[src/rtl/cpu_pkg.sv]
// Shared core definitions for the issue path: opcodes, issue classes and
// issue FSM state codes.
package cpu_pkg;

  localparam logic [6:0] OP_LUI     = 7'b0110111;
  localparam logic [6:0] OP_AUIPC   = 7'b0010111;
  localparam logic [6:0] OP_JAL     = 7'b1101111;
  localparam logic [6:0] OP_JALR    = 7'b1100111;
  localparam logic [6:0] OP_BRANCH  = 7'b1100011;
  localparam logic [6:0] OP_LOAD    = 7'b0000011;
  localparam logic [6:0] OP_STORE   = 7'b0100011;
  localparam logic [6:0] OP_CALCIMM = 7'b0010011;
  localparam logic [6:0] OP_CALC    = 7'b0110011;
  localparam logic [6:0] OP_FENCE   = 7'b0001111;

  typedef enum logic [1:0] {ALU, LSU, BR} issue_class_e;

  localparam logic [1:0] IDLE  = 2'd0;
  localparam logic [1:0] SETUP = 2'd1;
  localparam logic [1:0] PULSE = 2'd2;

  // Unknown opcodes fall through to the ALU class on purpose.
  function automatic issue_class_e opcode_class(input logic [6:0] op);
    case (op)
      OP_LOAD, OP_STORE:          return LSU;
      OP_JAL, OP_JALR, OP_BRANCH: return BR;
      default:                    return ALU;
    endcase
  endfunction

endpackage

[src/rtl/credit_counter.sv]
// Free-slot credit counter: starts full, +1 per release, -1 per consume,
// sticky error when a release arrives while already full.
module credit_counter #(
  parameter int SLOTS = 4
) (
  input  logic clock,
  input  logic reset,
  input  logic credit_return,
  input  logic consume,
  input  logic flush,
  output logic nonzero,
  output logic error
);

  localparam int CW = $clog2(SLOTS + 1);
  localparam logic [CW-1:0] FULL = CW'(SLOTS);

  logic [CW-1:0] count_reg;

  // Error survives flush; only reset clears it.
  always_ff @(posedge clock or posedge reset) begin
    if (reset) begin
      count_reg <= FULL;
      error     <= 1'b0;
    end else if (flush) begin
      count_reg <= FULL;
    end else if (credit_return && !consume) begin
      if (count_reg == FULL) error <= 1'b1;
      else                   count_reg <= count_reg + 1'b1;
    end else if (consume && !credit_return) begin
      count_reg <= count_reg - 1'b1;
    end
  end

  assign nonzero = (count_reg != '0);

endmodule

[src/rtl/issue_controller.sv]
// Issue sequencer between fetch and decode: instruction FIFO, ROB/RS credit
// tracking and a SETUP/PULSE handshake toward the decoder.
module issue_controller
  import cpu_pkg::*;
#(
  parameter int QUEUE_DEPTH = 4,
  parameter int ROB_SLOTS   = 8,
  parameter int ALU_SLOTS   = 4,
  parameter int LSU_SLOTS   = 4,
  parameter int BR_SLOTS    = 2
) (
  input  logic        clock,
  input  logic        reset,
  input  logic        fetchValid,
  input  logic [31:0] fetchInstr,
  input  logic [31:0] fetchPC,
  output logic        fetchReady,
  output logic [31:0] decodeInstr,
  output logic [31:0] decodePC,
  output logic        available,
  output logic        decodePulse,
  input  logic        robRelease,
  input  logic        aluRelease,
  input  logic        lsuRelease,
  input  logic        brRelease,
  input  logic        flush,
  output logic        stall,
  output logic        creditError
);

  localparam int AW = $clog2(QUEUE_DEPTH);
  localparam logic [AW:0] FULL_COUNT = (AW + 1)'(QUEUE_DEPTH);

  logic [31:0]   instr_mem [QUEUE_DEPTH];
  logic [31:0]   pc_mem    [QUEUE_DEPTH];
  logic [AW-1:0] wr_ptr_reg, rd_ptr_reg;
  logic [AW:0]   count_reg;
  logic [1:0]    state_reg, state_next;

  logic          push, issue, eligible, class_ok;
  logic          rob_ok, alu_ok, lsu_ok, br_ok;
  logic [3:0]    err;
  logic [31:0]   head_instr, head_pc;
  issue_class_e  head_class;

  assign fetchReady = (count_reg != FULL_COUNT);
  assign push       = fetchValid && fetchReady && !flush;
  assign head_instr = instr_mem[rd_ptr_reg];
  assign head_pc    = pc_mem[rd_ptr_reg];
  assign head_class = opcode_class(head_instr[6:0]);

  always_comb begin
    class_ok = alu_ok;
    case (head_class)
      LSU:     class_ok = lsu_ok;
      BR:      class_ok = br_ok;
      default: class_ok = alu_ok;
    endcase
  end

  assign eligible = (count_reg != '0) && rob_ok && class_ok;
  assign issue    = !flush && eligible && (state_reg == IDLE || state_reg == PULSE);
  assign stall    = (count_reg != '0) && !eligible && (state_reg == IDLE);
  assign creditError = |err;

  // Storage carries no reset; occupancy is tracked by the pointers/count.
  always_ff @(posedge clock) begin
    if (push) begin
      instr_mem[wr_ptr_reg] <= fetchInstr;
      pc_mem[wr_ptr_reg]    <= fetchPC;
    end
  end

  always_ff @(posedge clock or posedge reset) begin
    if (reset) begin
      wr_ptr_reg <= '0;
      rd_ptr_reg <= '0;
      count_reg  <= '0;
    end else if (flush) begin
      wr_ptr_reg <= '0;
      rd_ptr_reg <= '0;
      count_reg  <= '0;
    end else begin
      if (push)  wr_ptr_reg <= wr_ptr_reg + 1'b1;
      if (issue) rd_ptr_reg <= rd_ptr_reg + 1'b1;
      if (push && !issue)      count_reg <= count_reg + 1'b1;
      else if (issue && !push) count_reg <= count_reg - 1'b1;
    end
  end

  always_comb begin
    state_next = state_reg;
    case (state_reg)
      IDLE:    if (eligible) state_next = SETUP;
      SETUP:   state_next = PULSE;
      PULSE:   state_next = eligible ? SETUP : IDLE;
      default: state_next = IDLE;
    endcase
    if (flush) state_next = IDLE;
  end

  always_ff @(posedge clock or posedge reset) begin
    if (reset) begin
      state_reg   <= IDLE;
      decodeInstr <= '0;
      decodePC    <= '0;
      available   <= 1'b0;
      decodePulse <= 1'b0;
    end else begin
      state_reg   <= state_next;
      decodePulse <= !flush && (state_reg == SETUP);
      if (flush) begin
        available <= 1'b0;
      end else if (issue) begin
        available   <= 1'b1;
        decodeInstr <= head_instr;
        decodePC    <= head_pc;
      end else if (state_reg == PULSE) begin
        available <= 1'b0;
      end
    end
  end

  credit_counter #(.SLOTS(ROB_SLOTS)) u_rob (
    .clock(clock), .reset(reset), .credit_return(robRelease), .consume(issue),
    .flush(flush), .nonzero(rob_ok), .error(err[0])
  );
  credit_counter #(.SLOTS(ALU_SLOTS)) u_alu (
    .clock(clock), .reset(reset), .credit_return(aluRelease),
    .consume(issue && head_class == ALU), .flush(flush), .nonzero(alu_ok), .error(err[1])
  );
  credit_counter #(.SLOTS(LSU_SLOTS)) u_lsu (
    .clock(clock), .reset(reset), .credit_return(lsuRelease),
    .consume(issue && head_class == LSU), .flush(flush), .nonzero(lsu_ok), .error(err[2])
  );
  credit_counter #(.SLOTS(BR_SLOTS)) u_br (
    .clock(clock), .reset(reset), .credit_return(brRelease),
    .consume(issue && head_class == BR), .flush(flush), .nonzero(br_ok), .error(err[3])
  );

endmodule

[config.mk]
export PLATFORM = sky130hd
export DESIGN_NAME = issue_controller
export DESIGN_NICKNAME = d
export VERILOG_FILES = /design/src/rtl/cpu_pkg.sv /design/src/rtl/credit_counter.sv /design/src/rtl/issue_controller.sv
export SDC_FILE = /design/constraint.sdc
export NUM_CORES = 1
export LEC_CHECK = 0
export CAP_MARGIN = 20
export CORE_UTILIZATION = 55
export CTS_BUF_LIST = sky130_fd_sc_hd__clkbuf_4 sky130_fd_sc_hd__clkbuf_8
export DETAILED_ROUTE_END_ITERATION = 8
export PLACE_DENSITY = 0.78
export SYNTH_ARGS = -nofsm -noshare
export SYNTH_HDL_FRONTEND = slang
export SYNTH_SLANG_ARGS = --single-unit
[constraint.sdc]
create_clock -name clock -period 5.7 [get_ports clock]
set_input_delay 1.14 -clock clock [delete_from_list [all_inputs] [get_ports clock]]
set_output_delay 1.14 -clock clock [all_outputs]
set_load 0.05 [all_outputs]
# Word-level counts from Yosys, hierarchy flattened
# Memory sizes are Yosys's and may differ from the RTL's. A register that Yosys moved wholly into a read port is not among the register bits.
# Cells that the tools add are included.
[totals]
out_inout_bits = 69
ramBits = 256
word_cells = 144
register_bits = 59
memories = 2
[classes]
n_addsub = 12
mux = 34
eq_ne = 19
reduce_logical = 61
bitwise_logic = 1
[mem_list]
columns = ["name", "words", "word_bits", "read_ports", "rd_ports_with_merged_regs", "wr", "line", "source"]
rows = [
  ["instr_mem", 4, 32, 1, 0, 1, "issue_controller.sv:34", "logic [31:0] instr_mem [QUEUE_DEPTH];"],
  ["pc_mem", 4, 32, 1, 1, 1, "issue_controller.sv:35", "logic [31:0] pc_mem [QUEUE_DEPTH];"],
]
[ops]
columns = ["cell", "n"]
rows = [
  ["$mux 3", 11],
  ["$reduce_bool 3->1", 9],
  ["$logic_and 1x1->1", 22],
  ["$eq 7x7->1 const B", 3],
  ["$mux 2", 10],
  ["$ne 3x3->1 const B", 6],
  ["$mux 4", 4],
  ["$reduce_and 3->1", 4],
  ["$logic_not 1->1", 11],
  ["$reduce_and 2->1", 5],
  ["$add 3x1->3 const B", 3],
  ["$sub 3x1->3 const B", 3],
  ["$eq 7x2->1 const B", 1],
  ["$eq 7x6->1 const B", 1],
  ["$add 2x1->2 const B", 3],
  ["$eq 2x2->1 const B", 3],
  ["$eq 3x3->1 const B", 2],
  ["$mux 1", 6],
  ["$pmux 2 s3", 1],
  ["$reduce_bool 2->1", 3],
  ["$add 4x1->4 const B", 1],
  ["$eq 2x1->1 const B", 2],
  ["$eq 4x4->1 const B", 1],
  ["$logic_not 2->1", 2],
  ["10 further kinds", 10],
]

# Logic depth before layout (Yosys ltp)
# An unclocked memory read counts as a cell.
[depth]
word_depth = 14
ltp_mapped = 19

# Hierarchy
# From an unflattened synthesis, not the netlist that was laid out.
[hier_totals]
cells_unflattened = 653
area_unflattened_um2 = 13384.1
[by_module_without_submodules]
columns = ["module", "cells_per_inst", "area_per_inst_um2", "seq_area_each_um2", "n_inst"]
rows = [
  ["issue_controller", 550, 12326.8, 9564.2, 1],
  ["credit_counter at u_alu ...", 26, 272.8, 101.3, 2],
  ["credit_counter at u_rob", 34, 349.1, 126.4, 1],
  ["credit_counter at u_br", 17, 162.7, 76.3, 1],
]

# Worst setup path before layout
# No wires, ideal clock.
[synth_path]
kind = "register to output"
startpoint = "register rd_ptr_reg[0]"
endpoint = "output port stall"
slack_ps = -406
t_arrival_ps = 4966
stages_incl_launch_ff = 9
required_time_ps = 4560
path_cell_list = "dfrtp_1 > clkbuf_2 > buf_2 > mux4_2 > or4_1 > ha_1 > nor4_1 > nor2_1 > a2111oi_0"
[synth_via]
elab_chain_len = 10
[synth_lines]
columns = ["item", "line", "source"]
rows = [
  ["start: declaration", "issue_controller.sv:36", "logic [AW-1:0] wr_ptr_reg, rd_ptr_reg;"],
  ["start signal: assignment", "issue_controller.sv:85", "if (issue) rd_ptr_reg <= rd_ptr_reg + 1'b1;"],
  ["$mem_v2 4x32 *", "n/a", ""],
  ["$eq 7x7->1 (tied with other cells)", "cpu_pkg.sv:24", "case (op)"],
  ["$reduce_or 3->1 or $reduce_or 2->1 (tied branches)", "cpu_pkg.sv:24", ""],
  ["$pmux 2 s2 *", "cpu_pkg.sv:24", ""],
  ["$eq 2x2->1 or $eq 2x1->1 (tied branches)", "issue_controller.sv:54", "case (head_class)"],
  ["$pmux 1 s2 *", "issue_controller.sv:54", ""],
  ["$logic_and 1x1->1 *", "issue_controller.sv:61", "assign eligible = (count_reg != '0) && rob_ok && class_ok;"],
  ["$logic_not 1->1 *", "issue_controller.sv:63", "assign stall = (count_reg != '0) && !eligible && (state_reg == IDLE);"],
  ["$logic_and 1x1->1 * (2 in series)", "issue_controller.sv:63", ""],
  ["end: declaration", "issue_controller.sv:27", "output logic stall,"],
]
# Mark *: on every way between the ends. The rest lies on a longest branch, timed or not.

# Final worst setup path
# Same ends and word-level chain as after synthesis.

==> impl_results.md <==
* Outcome: finished, final reports clean
* Total clock sinks at 347
* Setup repair bufs after CTS at 0
* Reg-to-reg endpoint: count_reg[2]$_DFFE_PP0P_
* Fin. Hold Viols at 0
* DR vias at 7418
* Clock Path Buffers at 3
* DRC at 0
* Total number of yosys warnings at 0
* Peak fanout along the critical path at 10
* Fillers at 1581
* CTS tree: built
* Syn-to-layout area delta at 21.1%
* Worst path required time at 4.56 ns
* Synthesized flop and latch total at 347
* DRT iter0 DRCs at 488
* Distinct cells, synth at 57
* Post-DP HPWL at 14900 µm
* Clock Tree Root: clkbuf_8
* Largest regs: instr_mem (128), pc_mem (128)
* Min-Delay Path Class: flop to flop
* WS Path Type: flop to output port
* Placed inst area at 15200 µm²
* Inserted Clock Buffers at 54
* Via density at 5.52
* Slowest stage delay, CP at 0.82 ns
* Beginning of the critical path: rd_ptr_reg[0]$_DFFE_PP0P_
* Final setup violation count at 0
* Net Count, Synth at 895
* Top post-synthesis cells by area: edfxtp_1, dfrtp_1, mux4_2
* TNS Setup at 0 ns
* Hold path start: u_lsu.error$_DFFE_PP0P_
* Leak at 0.00605 µW
* Tightest Pin Transition at 1.05 ns
* Area fraction of the dominant cell type after synthesis at 0.570
* Fin crit period at 5.40 ns
* Die Wd at 159 µm
* Final ANT Viol Nets at 0
* Gpl congestion at 0.819
* Setup crit end kind: output port
* Register Area at 9980 µm²
* Post-synthesis sequential area ratio at 0.739
* Multi-input logic area at 3290 µm²
* H-tree depth at 2
* Dpl ws at 0.931 ns
* FFs w/ async S/R, synth at 0.262
* Fmax at 185 MHz
* Layout Nets at 1064
* Max cap viols at 0
* Number of detailed-route iterations in the first pass at 5
* IO Port Bufs at 140
* RSZ-0062 raised after global routing: no
* Cts hold-fix bufs at 0
* Final non-filler cell total at 1344
* Slowest CP cell: a2111oi_1
* EDFF count, synth at 256
* Cell count after placement at 1242
* Post-Synthesis Cells at 810
* Row count at 56
* Worst slew margin at 0.298
* Final Skew at 0.0223 ns
* Worst hold slack at 0.462 ns
* Routed len/inst at 19.7 µm
* Critical path, cell by cell: mux4_2, nand3b_1, or4_1, ha_1, nor4_1, nor2_1, a2111oi_1, buf_12
* WP data arrival at 4.26 ns
* Total global-route track usage at 0.222
* Slew Limit Fails at 0
* Detailed Route WL at 26500 µm
* Clock slew at reported path FFs at 0.06 ns
* R2r worst-path depth at 13
* Period Utilization, post-route at 0.947
* Peak supply drop at 0.367 mV
* Initial antenna violation count at 0
* Final worst slack at 0.302 ns
* Height of the chip at 159 µm
* Share of cells above drive strength 1 at 0.195
* Reg2Reg Setup Slack at 1.24 ns
* Largest net degree at the start of global routing at 71
* Worst r2r src: rd_ptr_reg[0]$_DFFE_PP0P_
* Post-cts sizing count at 0
* Main flop type after synthesis: edfxtp_1
* Core footprint at 23800 µm²
* Clk_lat worst skew at 0.58 ns
* Post-Syn Area at 13500 µm²
* Post-route cell area at 16300 µm²
* Avg Cell Area, Syn at 16.7 µm²
* Vias in the first global route at 7525
* Worst Setup EP: stall
* Synth area leader: edfxtp_1
* P per Cell Area at 503 nW/µm²
* Grt ovf at 0
* Wire length of the first global-routing pass at 41000 µm
* Initial Util at 0.568
* Die ar. at 25200 µm²
* Top-Level Pins at 141
* CP startpoint kind: flop
## cells in the mapped netlist, types with 4 or more instances
library cell and instances:
ha_1 9, nor2_1 24, dfrtp_1 87, a41o_1 4, dfstp_2 4, mux4_2 64
mux2_2 6, edfxtp_1 256, nand3_1 8, fa_1 4, xnor2_1 5, and2_1 5
clkbuf_1 14, or4_1 4, a21oi_1 6, nand2_1 204, buf_2 17, inv_1 20
## critical path, delay by kind of cell, from the launching register on
family,cells,cell delay [ns]
mux,1,0.54
buf+inv,1,0.22
flops,1,0.54
compound gates,1,0.82
simple gates,4,1.20
fa+ha+maj,1,0.37
## power breakdown
part           switching [µW]  leakage (µW)  total (µW)  internal, µW
Sequential                259       0.00345        3380          3120
Clock                     919      0.000604        2100          1180
Combinational            1720       0.00200        2740          1030
## layout make-up
type / instances / area share
Clock buffer: 90 / 0.0651
Tap cell: 319 / 0.0244
Sequential cell: 347 / 0.611
Inverter: 21 / 0.00498
Multi-Input combinational cell: 407 / 0.201
Antenna cell: 1 / 0.000153
Timing Repair Buffer: 148 / 0.0901
Clock inverter: 11 / 0.00352
## cell families after synthesis
logic type               share of synthesized area
flip-flops                                   0.739
AND/OR/NAND/NOR                             0.0899
multiplexers                                 0.117
buffers and inverters                       0.0184
AO/OA/AOI/OAI                               0.0185
adder cells (fa/ha/maj)                     0.0143
XOR/XNOR                                   0.00325
## metal layers
metal,share of wire,global-route usage,up-vias
met3,0.065,0.0517,42
met5,0,0,-
met1,0.41,0.288,3742
met2,0.51,0.375,251
met4,0.018,0.0673,0
li1,-,-,3383
## cell usage in the layout, fill, tap and decap left out, types with 3 or more instances in the layout
cell type,count
or4_1,4
nand3b_1,3
inv_1,19
clkinv_1,5
nor2_1,24
ha_1,9
edfxtp_1,256
clkdlybuf4s50_1,139
buf_4,8
nor2b_1,3
a41o_1,4
a21oi_1,6
clkbuf_4,28
nor4_1,3
nand3_1,8
xnor2_1,5
clkbuf_8,62
or3_1,3
a31o_2,3
nor3_1,3
nand4_1,3
nand2_1,204
fa_1,4
mux2_2,6
dfstp_2,4
dfrtp_1,85
a31oi_1,3
mux4_2,64
mux2i_1,3
and2_4,4
nand2b_1,3
clkinv_2,4
## metrics by stage
step                power [µW]  utilization
floorplan                 5320            -
global placement          6130        0.641
detailed placement        6190        0.641
CTS                       8280        0.688
global route              8630        0.688
finish                    8220        0.688
## how the worst min path moves through the flow
stage | end | slack, ns | cells past startpoint
finish | u_lsu.error$_DFFE_PP0P_ | 0.46 | 1
global route | u_lsu.error$_DFFE_PP0P_ | 0.47 | 1
CTS | u_lsu.error$_DFFE_PP0P_ | 0.46 | 1
detailed placement | u_lsu.error$_DFFE_PP0P_ | 0.45 | 1
global placement | u_br.error$_DFFE_PP0P_ | 0.45 | 1
floorplan | u_br.error$_DFFE_PP0P_ | 0.43 | 1
No activity file was read; power rests on OpenSTA's default activity.
